==> src/rtl/matrix_scan_ctrl_if.sv <==
// Framebuffer, swap-handshake and panel signals of the HUB75 BCM scan controller.
// The master side is the controller; the slave side is the framebuffer/panel/host.
interface matrix_scan_ctrl_if #(
    parameter int COLS      = 64,
    parameter int ROW_BITS  = 4,
    parameter int BIT_DEPTH = 6
);
    localparam int COL_W = $clog2(COLS);

    logic                 enable;
    logic                 swap_req;
    logic                 swap_ack;
    logic                 fb_select;
    logic [COL_W-1:0]     col_addr;
    logic [ROW_BITS-1:0]  row_addr;
    logic [BIT_DEPTH-1:0] brightness_mask;
    logic [2:0]           rgb_enable;
    logic                 panel_clk;
    logic                 panel_latch;
    logic                 panel_oe_n;
    logic                 frame_done;

    modport master (
        input  enable, swap_req,
        output swap_ack, fb_select, col_addr, row_addr, brightness_mask,
               rgb_enable, panel_clk, panel_latch, panel_oe_n, frame_done
    );

    modport slave (
        output enable, swap_req,
        input  swap_ack, fb_select, col_addr, row_addr, brightness_mask,
               rgb_enable, panel_clk, panel_latch, panel_oe_n, frame_done
    );
endinterface

==> src/rtl/matrix_scan_ctrl.sv <==
// HUB75 panel sequencer with binary-coded modulation: shift a row, blank, latch,
// light it for BASE_TIME<<plane cycles, then move to the next plane/row; swaps buffers at frame end.
module matrix_scan_ctrl #(
    parameter int COLS      = 64,
    parameter int ROW_BITS  = 4,
    parameter int BIT_DEPTH = 6,
    parameter int BASE_TIME = 8
) (
    input  logic               clk,
    input  logic               reset,
    matrix_scan_ctrl_if.master bus
);
    localparam int COL_W    = $clog2(COLS);
    localparam int SHOW_MAX = BASE_TIME << (BIT_DEPTH - 1);
    localparam int CNT_W    = $clog2(SHOW_MAX + 1);

    typedef enum logic [2:0] {
        IDLE  = 3'd0,
        SHIFT = 3'd1,
        BLANK = 3'd2,
        LATCH = 3'd3,
        SHOW  = 3'd4
    } state_e;

    state_e               state_q, state_d;
    logic [COL_W-1:0]     col_q, col_d;
    logic [1:0]           phase_q, phase_d;
    logic [CNT_W-1:0]     cnt_q, cnt_d, plane_len_s;
    logic [ROW_BITS-1:0]  row_q, row_d;
    logic [BIT_DEPTH-1:0] mask_q, mask_d;
    logic                 fb_q, fb_d;
    logic                 frame_done_q, frame_done_d;
    logic                 swap_ack_q, swap_ack_d;
    logic                 panel_clk_q, panel_clk_d;
    logic                 latch_q, latch_d;
    logic                 oe_n_q, oe_n_d;
    logic [2:0]           rgb_q, rgb_d;
    logic                 plane_end_s, frame_end_s;

    // Display length of the current plane, selected by the one-hot mask.
    always_comb begin
        plane_len_s = '0;
        for (int i = 0; i < BIT_DEPTH; i++) begin
            plane_len_s = mask_q[i] ? CNT_W'(BASE_TIME << i) : plane_len_s;
        end
    end

    // Next-state sequencing and registered-output decode.
    always_comb begin
        state_d      = state_q;
        col_d        = col_q;
        phase_d      = phase_q;
        cnt_d        = cnt_q;
        row_d        = row_q;
        mask_d       = mask_q;
        fb_d         = fb_q;
        plane_end_s  = (state_q == SHOW) && (cnt_q == '0);
        frame_end_s  = plane_end_s && mask_q[BIT_DEPTH-1] && (row_q == '1);
        frame_done_d = frame_end_s;
        swap_ack_d   = frame_end_s && bus.swap_req;

        case (state_q)
            IDLE: begin
                if (bus.enable) begin
                    state_d = SHIFT;
                    col_d   = '0;
                    phase_d = 2'd0;
                end else begin
                    state_d = IDLE;
                end
            end
            SHIFT: begin
                if (phase_q == 2'd2) begin
                    phase_d = 2'd0;
                    if (col_q == COL_W'(COLS - 1)) begin
                        state_d = BLANK;
                        col_d   = '0;
                    end else begin
                        col_d = col_q + COL_W'(1);
                    end
                end else begin
                    phase_d = phase_q + 2'd1;
                end
            end
            BLANK: state_d = LATCH;
            LATCH: begin
                state_d = SHOW;
                cnt_d   = plane_len_s - CNT_W'(1);
            end
            SHOW: begin
                if (plane_end_s) begin
                    // Rotating the top plane wraps the mask back to plane 0.
                    mask_d  = {mask_q[BIT_DEPTH-2:0], mask_q[BIT_DEPTH-1]};
                    row_d   = mask_q[BIT_DEPTH-1] ? row_q + ROW_BITS'(1) : row_q;
                    fb_d    = swap_ack_d ? ~fb_q : fb_q;
                    col_d   = '0;
                    phase_d = 2'd0;
                    state_d = bus.enable ? SHIFT : IDLE;
                end else begin
                    cnt_d = cnt_q - CNT_W'(1);
                end
            end
            default: state_d = IDLE;
        endcase

        panel_clk_d = (state_d == SHIFT) && (phase_d == 2'd2);
        rgb_d       = ((state_d == SHIFT) && (phase_d != 2'd0)) ? 3'b111 : 3'b000;
        latch_d     = (state_d == LATCH);
        oe_n_d      = (state_d != SHOW);
    end

    // State and output registers with synchronous reset.
    always_ff @(posedge clk) begin
        if (reset) begin
            state_q      <= IDLE;
            col_q        <= '0;
            phase_q      <= 2'd0;
            cnt_q        <= '0;
            row_q        <= '0;
            mask_q       <= BIT_DEPTH'(1);
            fb_q         <= 1'b0;
            frame_done_q <= 1'b0;
            swap_ack_q   <= 1'b0;
            panel_clk_q  <= 1'b0;
            latch_q      <= 1'b0;
            oe_n_q       <= 1'b1;
            rgb_q        <= 3'b000;
        end else begin
            state_q      <= state_d;
            col_q        <= col_d;
            phase_q      <= phase_d;
            cnt_q        <= cnt_d;
            row_q        <= row_d;
            mask_q       <= mask_d;
            fb_q         <= fb_d;
            frame_done_q <= frame_done_d;
            swap_ack_q   <= swap_ack_d;
            panel_clk_q  <= panel_clk_d;
            latch_q      <= latch_d;
            oe_n_q       <= oe_n_d;
            rgb_q        <= rgb_d;
        end
    end

    assign bus.col_addr        = col_q;
    assign bus.row_addr        = row_q;
    assign bus.brightness_mask = mask_q;
    assign bus.rgb_enable      = rgb_q;
    assign bus.panel_clk       = panel_clk_q;
    assign bus.panel_latch     = latch_q;
    assign bus.panel_oe_n      = oe_n_q;
    assign bus.frame_done      = frame_done_q;
    assign bus.swap_ack        = swap_ack_q;
    assign bus.fb_select       = fb_q;
endmodule
==> src/flat_wrapper.sv <==
// flat-port wrapper written by rule: the top's interface ports become plain ports
module matrix_scan_ctrl_flat 
#(
    parameter int COLS      = 64,
    parameter int ROW_BITS  = 4,
    parameter int BIT_DEPTH = 6,
    parameter int BASE_TIME = 8
)
  (clk, reset, bus_enable, bus_swap_req, bus_swap_ack, bus_fb_select, bus_col_addr, bus_row_addr, bus_brightness_mask, bus_rgb_enable, bus_panel_clk, bus_panel_latch, bus_panel_oe_n, bus_frame_done);
  matrix_scan_ctrl_if #(.COLS(COLS), .ROW_BITS(ROW_BITS), .BIT_DEPTH(BIT_DEPTH)) bus_i ();
  input  logic clk;
  input  logic reset;
  input wire logic [$bits(bus_i.enable)-1:0] bus_enable;
  input wire logic [$bits(bus_i.swap_req)-1:0] bus_swap_req;
  output wire logic [$bits(bus_i.swap_ack)-1:0] bus_swap_ack;
  output wire logic [$bits(bus_i.fb_select)-1:0] bus_fb_select;
  output wire logic [$bits(bus_i.col_addr)-1:0] bus_col_addr;
  output wire logic [$bits(bus_i.row_addr)-1:0] bus_row_addr;
  output wire logic [$bits(bus_i.brightness_mask)-1:0] bus_brightness_mask;
  output wire logic [$bits(bus_i.rgb_enable)-1:0] bus_rgb_enable;
  output wire logic [$bits(bus_i.panel_clk)-1:0] bus_panel_clk;
  output wire logic [$bits(bus_i.panel_latch)-1:0] bus_panel_latch;
  output wire logic [$bits(bus_i.panel_oe_n)-1:0] bus_panel_oe_n;
  output wire logic [$bits(bus_i.frame_done)-1:0] bus_frame_done;
  assign bus_i.enable = bus_enable;
  assign bus_i.swap_req = bus_swap_req;
  assign bus_swap_ack = bus_i.swap_ack;
  assign bus_fb_select = bus_i.fb_select;
  assign bus_col_addr = bus_i.col_addr;
  assign bus_row_addr = bus_i.row_addr;
  assign bus_brightness_mask = bus_i.brightness_mask;
  assign bus_rgb_enable = bus_i.rgb_enable;
  assign bus_panel_clk = bus_i.panel_clk;
  assign bus_panel_latch = bus_i.panel_latch;
  assign bus_panel_oe_n = bus_i.panel_oe_n;
  assign bus_frame_done = bus_i.frame_done;
  matrix_scan_ctrl #(.COLS(COLS), .ROW_BITS(ROW_BITS), .BIT_DEPTH(BIT_DEPTH), .BASE_TIME(BASE_TIME)) u_core (.clk(clk), .reset(reset), .bus(bus_i));
endmodule
==> config.mk <==
export PLATFORM = sky130hd
export DESIGN_NAME = matrix_scan_ctrl_flat
export DESIGN_NICKNAME = d
export VERILOG_FILES = /design/src/rtl/matrix_scan_ctrl_if.sv /design/src/rtl/matrix_scan_ctrl.sv /design/src/flat_wrapper.sv
export SDC_FILE = /design/constraint.sdc
export NUM_CORES = 1
export LEC_CHECK = 0
export ABC_AREA = 1
export CORE_ASPECT_RATIO = 1.1
export CORE_MARGIN = 4
export CORE_UTILIZATION = 57
export CTS_CLUSTER_DIAMETER = 150
export CTS_CLUSTER_SIZE = 40
export DETAILED_ROUTE_END_ITERATION = 6
export PLACE_DENSITY_LB_ADDON = 0.1
export RECOVER_POWER = 50
export SYNTH_ARGS = -nofsm -noshare
export SYNTH_HDL_FRONTEND = slang
export SYNTH_SLANG_ARGS = --single-unit
==> constraint.sdc <==
create_clock -name clk -period 3.04 [get_ports clk]
set_clock_uncertainty 0.05 [all_clocks]
set_input_delay 0.608 -clock clk [delete_from_list [all_inputs] [get_ports clk]]
set_output_delay 0.608 -clock clk [all_outputs]
set_load 0.01 [all_outputs]
==> metrics.md, run 1 <==
| Metric | Value |
|---|---|
| Status | complete, no violations |
| Post-CTS setup buffer count | 0 |
| GRT Util Overall | 20.7% |
| Clock Pin Slew Worst Setup and Hold Paths | 0.11 ns |
| Starting density of the core | 61.0% |
| Multi-input gate area in the final layout | about 950 um2 |
| Routed via count | approximately 1800 |
| Synthesis-to-finish area growth | 16.9% |
| Final ANT Viol Nets | 0 |
| Vias/cell | 5.26 |
| Maxcap violations | 0 |
| Post-synth EDFFs | 0 |
| GPL Wtd Cong | 0.910 |
| Hold Crit Endpoint | u_core.bus.fb_select |
| Worst slew pin tran | roughly 0.45 ns |
| Layout Cells excl Fill | 346 |
| Cells on worst reg2reg path | 10 |
| Final Slew Violations | 0 |
| Clock Sinks | 37 |
| Final worst path period share | 73.3% |
| Syn avg cell area | 6.77 um2 |
| Main area contributors after synthesis | dfxtp_1, nand2_1, nor2_1, inv_1, a21oi_1 |
| Final setup fails | 0 |
| Setup TNS Final | 0 ns |
| Crit-path cells | nor2_1, nand2_1, inv_4, nand2_1, ha_1, nand2_1, nor2_4, xor2_1, o21ai_1, inv_1 |
| FILL cells | about 280 |
| Critical-path maximum fanout | 11 |
| Pre-antenna DRT Iters | 4 |
| CP dominant cell by count | nand2_1 |
| Reg area | 741 um2 |
| Die Y | 68.9 um |
| Critical Path Start Type | register |
| Highest-count cells in the layout ignoring fill and taps | nand2_1, nor2_1, inv_1, dfxtp_1, clkdlybuf4s50_1 |
| Worst endpoint required time | 3.24 ns |
| Max VDD drop | around 0.3 mV |
| Vias in the first global route | 1718 |
| Remaining DRCs | 0 |
| Top cell type's share of synthesized area | 38.5% |
| Dominant delay contributor by cell family on the critical path | simple AND/OR/NAND/NOR gates |
| Worst hold path type | register to register |
| CP arrival | 2.42 ns |
| Nets | 318 |
| Antenna Cells | 0 |
| Final min period | ~2.2 ns |
| Rows | 21 |
| Synthesized Nets | 291 |
| Area of the die | 0.00437 mm2 |
| Min-Delay Path Depth | 2 |
| Maximum clock insertion buffer count | 2 |
| Mapped Area | 0.00192 mm2 |
| Reg2Reg Launch Point | u_core.state_q[0] |
| Yosys warns | 0 |
| Reg-to-reg slack, setup | 0.81 ns |
| CTS hold repair buffers | 0 |
| Final hold violation count | 0 |
| HPWL after DPL | 3050 um |
| Fmax | 0.449 GHz |
| Share of post-route cells with drive strength above 1 | 7.69% |
| First-iteration detailed-routing DRC count | 117 |
| Post-CTS resize count | 0 |
| Cell variety after synth | 31 |
| Crit path capture type | register |
| Top cell type by total area after synthesis | dfxtp_1 |
| Chip Width | 63.4 um |
| Later-pin clock latency in the skew report | 0.34 ns |
| Hold Startpoint | u_core.bus.fb_select |
| Commonest non-fill, non-tap cell in the layout | nand2_1 |
| Reg2reg end | u_core.cnt_q[4] |
| Critical Path Max Stage Delay | 0.39 ns |
| H-tree depth | 2 |
| Synth async-reset ratio | 0% |
| CP Buf/Inv Count | 2 |
| Input/output buffers | 28 |
| Num ports | 29 |
| Mapped Cells | roughly 280 |
| Critical path class | register to register |
| PwrDens | 381 mW/mm2 |
| Num CTS Buffers | 5 |
| Dpl cells | ~340 |
| Root buf cell | clkbuf_4 |
| Drt total wl | 3990 um |
| Antenna violations before repair | 0 |
| First-pass GRT wire length | 7130 um |
| Core footprint | 0.00315 mm2 |
| RSZ-0062 raised after global routing | false |
| Wirelength per Cell | 11.5 um |
| Largest net degree at the start of global routing | 26 |
| Ys flop type | dfxtp_1 |
| Crit path max-delay cell type | nand2_1 |
| Slew HR | a little over two thirds |
| CTS tree | done |
| #FFs+latches synth | 37 |
| Seq/Total Area, Yosys | around 39% |
| Lkg Pwr | 0.996 nW |
| Grt total ovfl | 0 |
[power breakdown]
part           internal, mW  leakage, nW  switching, mW
Clock                 0.134       0.0413          0.160
Sequential            0.491        0.299        0.00637
Combinational        0.0251        0.656         0.0386
[per-layer routing]
layer,global-route usage (%),up-vias,part of all wire (%)
li1,-,961,-
met1,22.5,830,44
met2,38.1,21,51
met3,4.86,9,2.5
met4,10.5,0,2.3
met5,0,-,0
[flip-flops by register name, indices dropped and copies added, names as in the netlist]
name	cells
u_core.bus.brightness_mask	6
u_core.bus.col_addr	6
u_core.bus.fb_select	1
u_core.bus.frame_done	1
u_core.bus.panel_clk	1
u_core.bus.panel_latch	1
u_core.bus.panel_oe_n	1
u_core.bus.rgb_enable	1
u_core.bus.row_addr	4
u_core.bus.swap_ack	1
u_core.cnt_q	9
u_core.phase_q	2
u_core.state_q	3
[cells by family after synthesis]
logic type | count (synthesis) | share of synthesized area, %
and+or+nand+nor | 149 | 35.5
buffers and inverters | 50 | 10.9
AOI/OAI and AO/OA | 43 | 12.2
DFF | 37 | 38.5
adders and majority gates | 3 | 1.95
xor gates and xnor gates | 2 | 0.912
[worst max-delay path by stage]
stage | startpoint | depth (start not counted) | end
floorplan | u_core.state_q[0] | 10 | u_core.cnt_q[4]
global placement | reset | 5 | u_core.cnt_q[0]
detailed placement | reset | 5 | u_core.bus.brightness_mask[1]
CTS | u_core.bus.brightness_mask[5] | 1 | bus_brightness_mask[5]
global route | u_core.state_q[0] | 10 | u_core.cnt_q[4]
finish | u_core.state_q[0] | 10 | u_core.cnt_q[4]
[synthesized netlist by cell type, types with 2 or more instances]
master,instances
a21oi_1,22
buf_4,3
clkbuf_1,4
dfxtp_1,37
ha_1,3
inv_1,36
inv_2,4
nand2_1,60
nand2_2,4
nand3_1,22
nand3_2,4
nand4_1,4
nor2_1,39
nor2_2,2
nor2_4,2
nor3_1,7
nor3b_1,2
o21ai_0,13
o21ai_1,3
xor2_1,2
[final cells by class]
type                            instances  area share (%)
Tap cell                               34            1.89
Timing Repair Buffer                   29            12.8
Inverter                               41            6.96
Clock buffer                            7            2.90
Clock inverter                          1           0.223
Sequential cell                        37            33.0
Multi-Input combinational cell        197            42.2
[worst min-delay path, stage by stage, from the launching register on]
cell and delay [ns]:
dfxtp_1 0.34, nand2_1 0.07, a21oi_1 0.05
[metrics by stage]
step	setup WS (ns)	power (mW)	instance area (um2)	hold slack (ns)	util (%)
final	0.812	0.855	2250	0.444	71.2
after global routing	0.502	0.895	2250	0.474	71.2
after CTS	0.950	0.872	2270	0.443	71.9
after detailed placement	1.12	0.576	2200	0.408	69.7
after global placement	1.12	0.575	2200	0.420	69.7
after floorplan	1.51	0.555	1920	0.376	-
Note: power is estimated with default switching activity, not from simulation.
==> run 2, diff against run 1 <==
Settings changed: CORE_UTILIZATION 57 to 53.
Clock period 3.04 ns to 2.2 ns, I/O delays scaled along.
==> metrics.md, run 2 (synthesis results as in run 1) <==
| Metric | Value |
|---|---|
| Final Slew Violations | 0 |
| Dominant delay contributor by cell family on the critical path | buffers and inverters |
| Final worst path period share | between 80% and 90% |
| Final setup fails | 0 |
| Final ANT Viol Nets | 0 |
| Clock Pin Slew Worst Setup and Hold Paths | 0.12 ns |
| Dpl cells | between 300 and 400 |
| Lkg Pwr | 1.02 nW |
| Routed via count | 1812 |
| Commonest non-fill, non-tap cell in the layout | nand2_1 |
| Final min period | roughly 1.9 ns |
| Maxcap violations | 0 |
| Synthesis-to-finish area growth | 19.2% |
| CP arrival | 1.42 ns |
| Nets | 318 |
| Hold Startpoint | u_core.phase_q[1] |
| PwrDens | 555 mW/mm2 |
| Remaining DRCs | 0 |
| Final hold violation count | 0 |
| Critical-path maximum fanout | 7 |
| GRT Util Overall | slightly above 20% |
| Top reg by flops | u_core.cnt_q |
| Setup TNS Final | 0 ns |
| Vias in the first global route | 1789 |
| Core footprint | 0.00341 mm2 |
| Num ports | 29 |
| GPL Wtd Cong | 0.902 |
| Num CTS Buffers | 5 |
| H-tree depth | 2 |
| Highest-count cells in the layout ignoring fill and taps | nand2_1, nor2_1, dfxtp_1, inv_1, nand3_1 |
| Met2 GRT Util | about a third |
| Later-pin clock latency in the skew report | about 0.36 ns |
| Input/output buffers | 28 |
| Critical Path Max Stage Delay | 0.59 ns |
| Pre-antenna DRT Iters | 4 |
| Layout Cells excl Fill | 360 |
| Starting density of the core | 56.3% |
| CTS tree | done |
| Vias/cell | roughly 5.0 |
| Grt total ovfl | 0 |
| Slew HR | 36.4% |
| HPWL after DPL | 3040 um |
| CTS hold repair buffers | 0 |
| CP Buf/Inv Count | 1 |
| Area of the die | 0.00465 mm2 |
| Crit path capture type | primary output |
| Largest net degree at the start of global routing | 23 |
| Fmax | 0.524 GHz |
| Root buf cell | clkbuf_4 |
| Post-DP Area | about 0.0022 mm2 |
| Antenna Cells | 0 |
| Hold_ws | 0.419 ns |
| First-iteration detailed-routing DRC count | 159 |
| Pwr Total | 1.27 mW |
| RSZ-0062 raised after global routing | false |
| Maximum clock insertion buffer count | 2 |
| Worst endpoint required time | 1.71 ns |
| Max VDD drop | 0.286 mV |
| Post-layout instance area | 0.00229 mm2 |
| Chip Width | about 65 um |
| Critical path launch point | u_core.bus.brightness_mask[5] |
| Busiest grt layer | met2 |
| Crit path max-delay cell type | clkdlybuf4s50_1 |
| Status | complete, no violations |
| Max FFs per register | 9 |
| Post-CTS resize count | 0 |
| Grt met3 use | 5.08% |
| First-pass GRT wire length | 7550 um |
| Share of post-route cells with drive strength above 1 | 8.65% |
| Worst slew pin tran | 0.955 ns |
| Grt met1 use | 23.9% |
| Crit-path cells | clkdlybuf4s50_1 |
| Wirelength per Cell | 11.6 um |
| Critical path class | register to primary output |
| Critical Path Start Type | register |
| Clock Sinks | 37 |
| Post-CTS setup buffer count | 0 |
| Worst hold path type | register to register |
| Antenna violations before repair | 0 |
| Rows | 22 |
| Reg2Reg Launch Point | u_core.state_q[1] |
| Drt total wl | around 4200 um |
| Die Y | around 71 um |
| Reg-to-reg slack, setup | 0.40 ns |
run 2: cell types whose count changed in the layout (fill, tap and decap cells not counted), moves of 2 or more:
cell             before  now
clkdlybuf4s50_1      27   19
dlygate4sd3_1         1    9
clkbuf_8              2    0
nor2_1               41   39
run 2: routing by layer:
| layer | vias up | share of wire, % |
|---|---|---|
| li1 | 966 | - |
| met1 | 803 | 46 |
| met2 | 35 | 48 |
| met3 | 8 | 3.8 |
| met4 | 0 | 2.1 |
| met5 | - | 0 |
run 2: final cells by class:
type,count,area [um2]
fill,337,1120
multi-input combinational,197,966
sequential,37,741
timing repair buffer,29,284
inverter,41,156
tap,48,60.1
clock inverter,3,46.3
clock buffer,5,37.5
run 2: report_power, final:
group          switching (mW)  total, mW  internal [mW]
Clock                   0.253      0.493          0.240
Combinational          0.0572     0.0910         0.0338
Sequential            0.00890      0.688          0.679
run 2: worst paths after layout:
check | to | cells after the start
setup / recovery | bus_brightness_mask[5] | 1
hold / removal | u_core.bus.rgb_enable[1] | 1
setup reg to reg | u_core.cnt_q[5] | 8
hold reg to reg | u_core.bus.rgb_enable[1] | 1
run 2: metrics by stage:
stage	setup slack (ns)	utilization (%)
CTS	0.256	67.4
detailed placement	0.424	64.9
floorplan	0.665	-
global route	0.175	67.1
finish	0.291	67.1
global placement	0.441	64.9
==> run 3, diff against run 2 <==
Settings changed: ABC_AREA 1 to default.
==> metrics.md, run 3 <==
| Metric | Value |
|---|---|
| Status | complete, no violations |
| HPWL after DPL | 2980 um |
| Pre-CTS setup slack | 0.0863 ns |
| Nets | 277 |
| RSZ-0062 raised after global routing | false |
| CTS hold repair buffers | 0 |
| Final setup fails | 0 |
| Multi-input gate area in the final layout | 0.00107 mm2 |
| CTS tree | done |
| Worst hold path type | register to register |
| First-iteration detailed-routing DRC count | 134 |
| Root buf cell | clkbuf_4 |
| H-tree depth | 2 |
| Critical-path maximum fanout | 11 |
| Post-synth top cells | dfxtp_1, nor2_1, a21oi_1 |
| Wirelength per Cell | 13.2 um |
| Remaining DRCs | 0 |
| Setup ws final | 0.109 ns |
| CP arrival | roughly 2.3 ns |
| Num ports | 29 |
| Synthesized Nets | 248 |
| Setup TNS Final | 0 ns |
| Input/output buffers | 28 |
| Critical path launch point | u_core.cnt_q[8] |
| Cell variety after synth | 55 |
| Clock Sinks | 37 |
| Maximum clock insertion buffer count | 2 |
| Antenna Cells | 0 |
| Grt total ovfl | 0 |
| Max FFs per register | 9 |
| Routed via count | 1827 |
| Ys flop type | dfxtp_1 |
| Final Slew Violations | 0 |
| Main area contributors after synthesis | dfxtp_1, a21oi_1, nor2_1, nand2_1, nor3_1 |
| Maxcap violations | 0 |
| Post-layout instance area | around 0.0024 mm2 |
| Dpl cells | 311 |
| Top-count cell post-synth | dfxtp_1 |
| Rows | 22 |
| Starting density of the core | between 50% and 60% |
| Fmax | 0.478 GHz |
| Clock Pin Slew Worst Setup and Hold Paths | 0.11 ns |
| Largest net degree at the start of global routing | 31 |
| Crit path capture type | register |
| Seq/Total Area, Yosys | 38.0% |
| GPL Wtd Cong | about 0.90 |
| Lkg Pwr | approximately 0.88 nW |
| Synth async-reset ratio | 0% |
| Post-synth EDFFs | 0 |
| Vias/cell | 5.73 |
| Post-CTS setup buffer count | 0 |
| First-pass GRT wire length | 6960 um |
| Top cell type by total area after synthesis | dfxtp_1 |
| Drt total wl | 4230 um |
| Core footprint | 0.00344 mm2 |
| Mapped Cells | 241 |
| Final hold violation count | 0 |
| Post-DP Area | around 0.0023 mm2 |
| Die Y | ~72 um |
| GRT Util Overall | a little under a fifth |
| #FFs+latches synth | 37 |
| Chip Width | ~66 um |
| Highest-count cells in the layout ignoring fill and taps | dfxtp_1, nor2_1, a21oi_1, nand2_1, clkdlybuf4s50_1 |
| Critical Path Start Type | register |
| Commonest non-fill, non-tap cell in the layout | dfxtp_1 |
| Final worst path period share | 95.0% |
| Syn avg cell area | about 8 um2 |
| Final ANT Viol Nets | 0 |
| Mapped Area | 0.00195 mm2 |
| Reg2Reg Launch Point | u_core.cnt_q[8] |
| Post-CTS resize count | 0 |
| FILL cells | 285 |
| Top reg by flops | u_core.cnt_q |
| Later-pin clock latency in the skew report | about 0.34 ns |
| Pre-antenna DRT Iters | 4 |
| Max VDD drop | ~0.43 mV |
| Area of the die | around 0.0047 mm2 |
| Share of post-route cells with drive strength above 1 | approximately a tenth |
| Num CTS Buffers | 5 |
| Vias in the first global route | 1557 |
| Synthesis-to-finish area growth | 21.0% |
| Top cell type's share of synthesized area | between 30% and 40% |
| Hold Startpoint | u_core.bus.fb_select |
| Antenna violations before repair | 0 |
| Final min period | 2.09 ns |
| Reg area | 741 um2 |
| Slew HR | 68.1% |
| Layout Cells excl Fill | 319 |
| Critical path class | register to register |
| Worst slew pin tran | between 0.4 and 0.5 ns |
| Yosys warns | 0 |
| PwrDens | between 500 and 600 mW/mm2 |
| Worst endpoint required time | 2.43 ns |
==> run 3: kinds of logic after synthesis <==
family | Yosys count | synth area share (%)
flip-flops | 37 | 38.0
XOR/XNOR | 2 | 0.898
AO/OA/AOI/OAI | 65 | 21.6
adder cells (fa/ha/maj) | 3 | 1.92
AND/OR/NAND/NOR | 112 | 31.0
buffers and inverters | 22 | 6.67
==> run 3: final cells by class <==
| cell class | count | share of cell area, % |
|---|---|---|
| Inverter | 5 | 0.795 |
| Multi-Input combinational cell | 182 | 45.2 |
| Clock inverter | 3 | 2.76 |
| Sequential cell | 37 | 31.4 |
| Clock buffer | 5 | 1.59 |
| Timing Repair Buffer | 39 | 15.7 |
| Tap cell | 48 | 2.55 |
==> run 3: path summary, 6_finish.rpt <==
path,endpoint,slack [ns],depth (start not counted)
worst max-delay path,u_core.bus.col_addr[3],0.11,5
worst max register to register,u_core.bus.col_addr[3],0.11,5
worst min register to register,u_core.bus.fb_select,0.44,2
worst min-delay path,u_core.bus.fb_select,0.44,2
==> run 3: power by group <==
group          switching [mW]  internal (mW)  leakage (nW)
Clock                   0.229          0.352        0.0552
Sequential             0.0115          0.677         0.299
Combinational          0.0440         0.0376         0.527
Total                   0.284           1.07         0.881
==> run 3: critical path, stage by stage, from the launching register on <==
cell and delay (ns):
dfxtp_1 0.40, nor4b_1 0.48, and3_4 0.35, o22ai_1 0.14, or4_1 0.49, a21oi_1 0.13
==> run 3: per-layer routing <==
| layer | vias to the layer above | global-route usage [%] | routed length [um] |
|---|---|---|---|
| li1 | 947 | - | - |
| met1 | 828 | 24.3 | 1980 |
| met2 | 46 | 29.5 | 1970 |
| met3 | 6 | 3.76 | 212 |
| met4 | 0 | 8.99 | 61 |
| met5 | - | 0 | 0 |
==> run 3: metrics by stage <==
step | util, % | power, mW | hold WS (ns)
global route | 68.6 | 1.40 | 0.479
finish | 68.6 | 1.35 | 0.444
CTS | 69.1 | 1.37 | 0.451
floorplan | - | 0.762 | 0.415
global placement | 66.1 | 0.787 | 0.422
detailed placement | 66.1 | 0.787 | 0.434
==> RTL change, RTL diff (settings of run 3) <==
`BIT_DEPTH` is set to 6 in 3 places; all go to 8.
--- a/src/rtl/matrix_scan_ctrl_if.sv
+++ b/src/rtl/matrix_scan_ctrl_if.sv
@@ -3,7 +3,7 @@
 interface matrix_scan_ctrl_if #(
     parameter int COLS      = 64,
     parameter int ROW_BITS  = 4,
-    parameter int BIT_DEPTH = 6
+    parameter int BIT_DEPTH = 8
 );
     localparam int COL_W = $clog2(COLS);
 
--- a/src/rtl/matrix_scan_ctrl.sv
+++ b/src/rtl/matrix_scan_ctrl.sv
@@ -3,7 +3,7 @@
 module matrix_scan_ctrl #(
     parameter int COLS      = 64,
     parameter int ROW_BITS  = 4,
-    parameter int BIT_DEPTH = 6,
+    parameter int BIT_DEPTH = 8,
     parameter int BASE_TIME = 8
 ) (
     input  logic               clk,
--- a/src/flat_wrapper.sv
+++ b/src/flat_wrapper.sv
@@ -3,7 +3,7 @@
 #(
     parameter int COLS      = 64,
     parameter int ROW_BITS  = 4,
-    parameter int BIT_DEPTH = 6,
+    parameter int BIT_DEPTH = 8,
     parameter int BASE_TIME = 8
 )
   (clk, reset, bus_enable, bus_swap_req, bus_swap_ack, bus_fb_select, bus_col_addr, bus_row_addr, bus_brightness_mask, bus_rgb_enable, bus_panel_clk, bus_panel_latch, bus_panel_oe_n, bus_frame_done);
Ports: changed (resized bus_brightness_mask); port bits go from 29 to 31. The function was not compared with the original's and may differ.
==> RTL change against run 3 <==
Combinational power rose by 52%; total power is 2.5% higher; sequential power increased by 11%; area after synthesis increased by 13%; sequential cell count rose by 4; largest cell class unchanged; count of clock-buffer cells in the layout stayed put; worst setup slack better by 0.028 ns; design area rose by 16%; non-clock buffer count increased by 12; wire length increased by 15%; critical path depth grew 1.
==> RTL change: results (changes against run 3) <==
status=finished clean; first-pass GRT wire length=8740 um (+26%); Leak Pwr=1.07 nW (+22%); post-synthesis xor/xnor area fraction=0.0239 (+0.0149); max incr delay on CP=0.42 ns (-0.07 ns); post-DR wirelength/cell=13.1 um (-0.85%); detailed-placement wirelength estimate=3580 um (+20%); Via-to-Cell Ratio=5.58 (-2.6%); Synth Area in Compound Gates=0.177 (-0.0383); Syn Nets=285 (+15%); Mapped Avg Cell Area=7.92 um2 (-2.1%); gr usage total=0.203 (+0.0154); Seq/Total Area, Yosys=0.373 (-0.00700); largest net degree at the start of global routing=24 (-23%); peak supply drop=0.379 mV (-12%); post-placement cell area=2640 um2 (+16%); Non-Filler Instances=371 (+16%); Synth area leaders=dfxtp_1 37%, a21oi_1 6.4%, nor2_1 6.0%; vias in the first global route=2,013 (+29%); max reg flops=11 (+2); Net Sw Power=0.000352 W (+24%); Port Buffer Count=30 (+7.1%); Worst-path clk slew=0.09 ns (-0.02 ns); layout cells sized above 1=0.125 (+0.0258); Inst Count DP=363 (+17%); Final #Nets=325 (+17%); Root Driver=clkbuf_8; mux cell area share after synthesis=0.00966 (+0.00966); DR iter-0 viols=116 (-13%); peak fanout along the critical path=8 (-3)
RTL change: cell count changes in the layout (fill, tap and decap cells not counted), sizes merged, moves of 4 or more:
cell	before	now
dfxtp	37	41
a31oi	4	0
nand2b	0	9
dlygate4sd3	10	27
nand3b	0	4
nand2	25	34
nor2	27	35
buf	10	20
clkdlybuf4s50	18	3
RTL change: power by group through the flow:
| stage | Sequential [W] | Clock (W) | Combinational (W) |
|---|---|---|---|
| 2_1_floorplan | 0.000781 | 0 | 0.0000824 |
| 3_3_place_gp | 0.000780 | 0 | 0.000126 |
| 3_5_place_dp | 0.000781 | 0 | 0.000127 |
| 4_1_cts | 0.000763 | 0.000518 | 0.000128 |
| 5_1_grt | 0.000766 | 0.000539 | 0.000139 |
| 6_report | 0.000763 | 0.000498 | 0.000124 |
RTL change: final timing paths:
check | from | to | slack [ns] | depth (start not counted)
worst min-delay path | u_core.bus.row_addr[1] | u_core.bus.row_addr[1] | 0.45 | 2
worst min register to register | u_core.bus.row_addr[1] | u_core.bus.row_addr[1] | 0.45 | 2
worst max-delay path | u_core.cnt_q[5] | u_core.bus.col_addr[3] | 0.14 | 6
worst max register to register | u_core.cnt_q[5] | u_core.bus.col_addr[3] | 0.14 | 6
RTL change: area by class of cell:
cell class / count / area [um2]
fill: 342 / 1270
clock inverter: 3 / 22.5
clock buffer: 5 / 68.8
multi-input combinational: 215 / 1270
sequential: 41 / 821
inverter: 4 / 15.0
timing repair buffer: 51 / 467
tap: 52 / 65.1
RTL change: metal layers:
metal	GRT usage	share of wire	up-vias
li1	-	-	1068
met1	0.254	0.48	964
met2	0.356	0.48	33
met3	0.0435	0.033	4
met4	0.0629	0.0070	0
met5	0	0	-
RTL change: worst min-delay path, stage by stage, from the launching register on:
cell     delay [ns]
dfxtp_1        0.34
nand2_1        0.06
a21oi_1        0.05
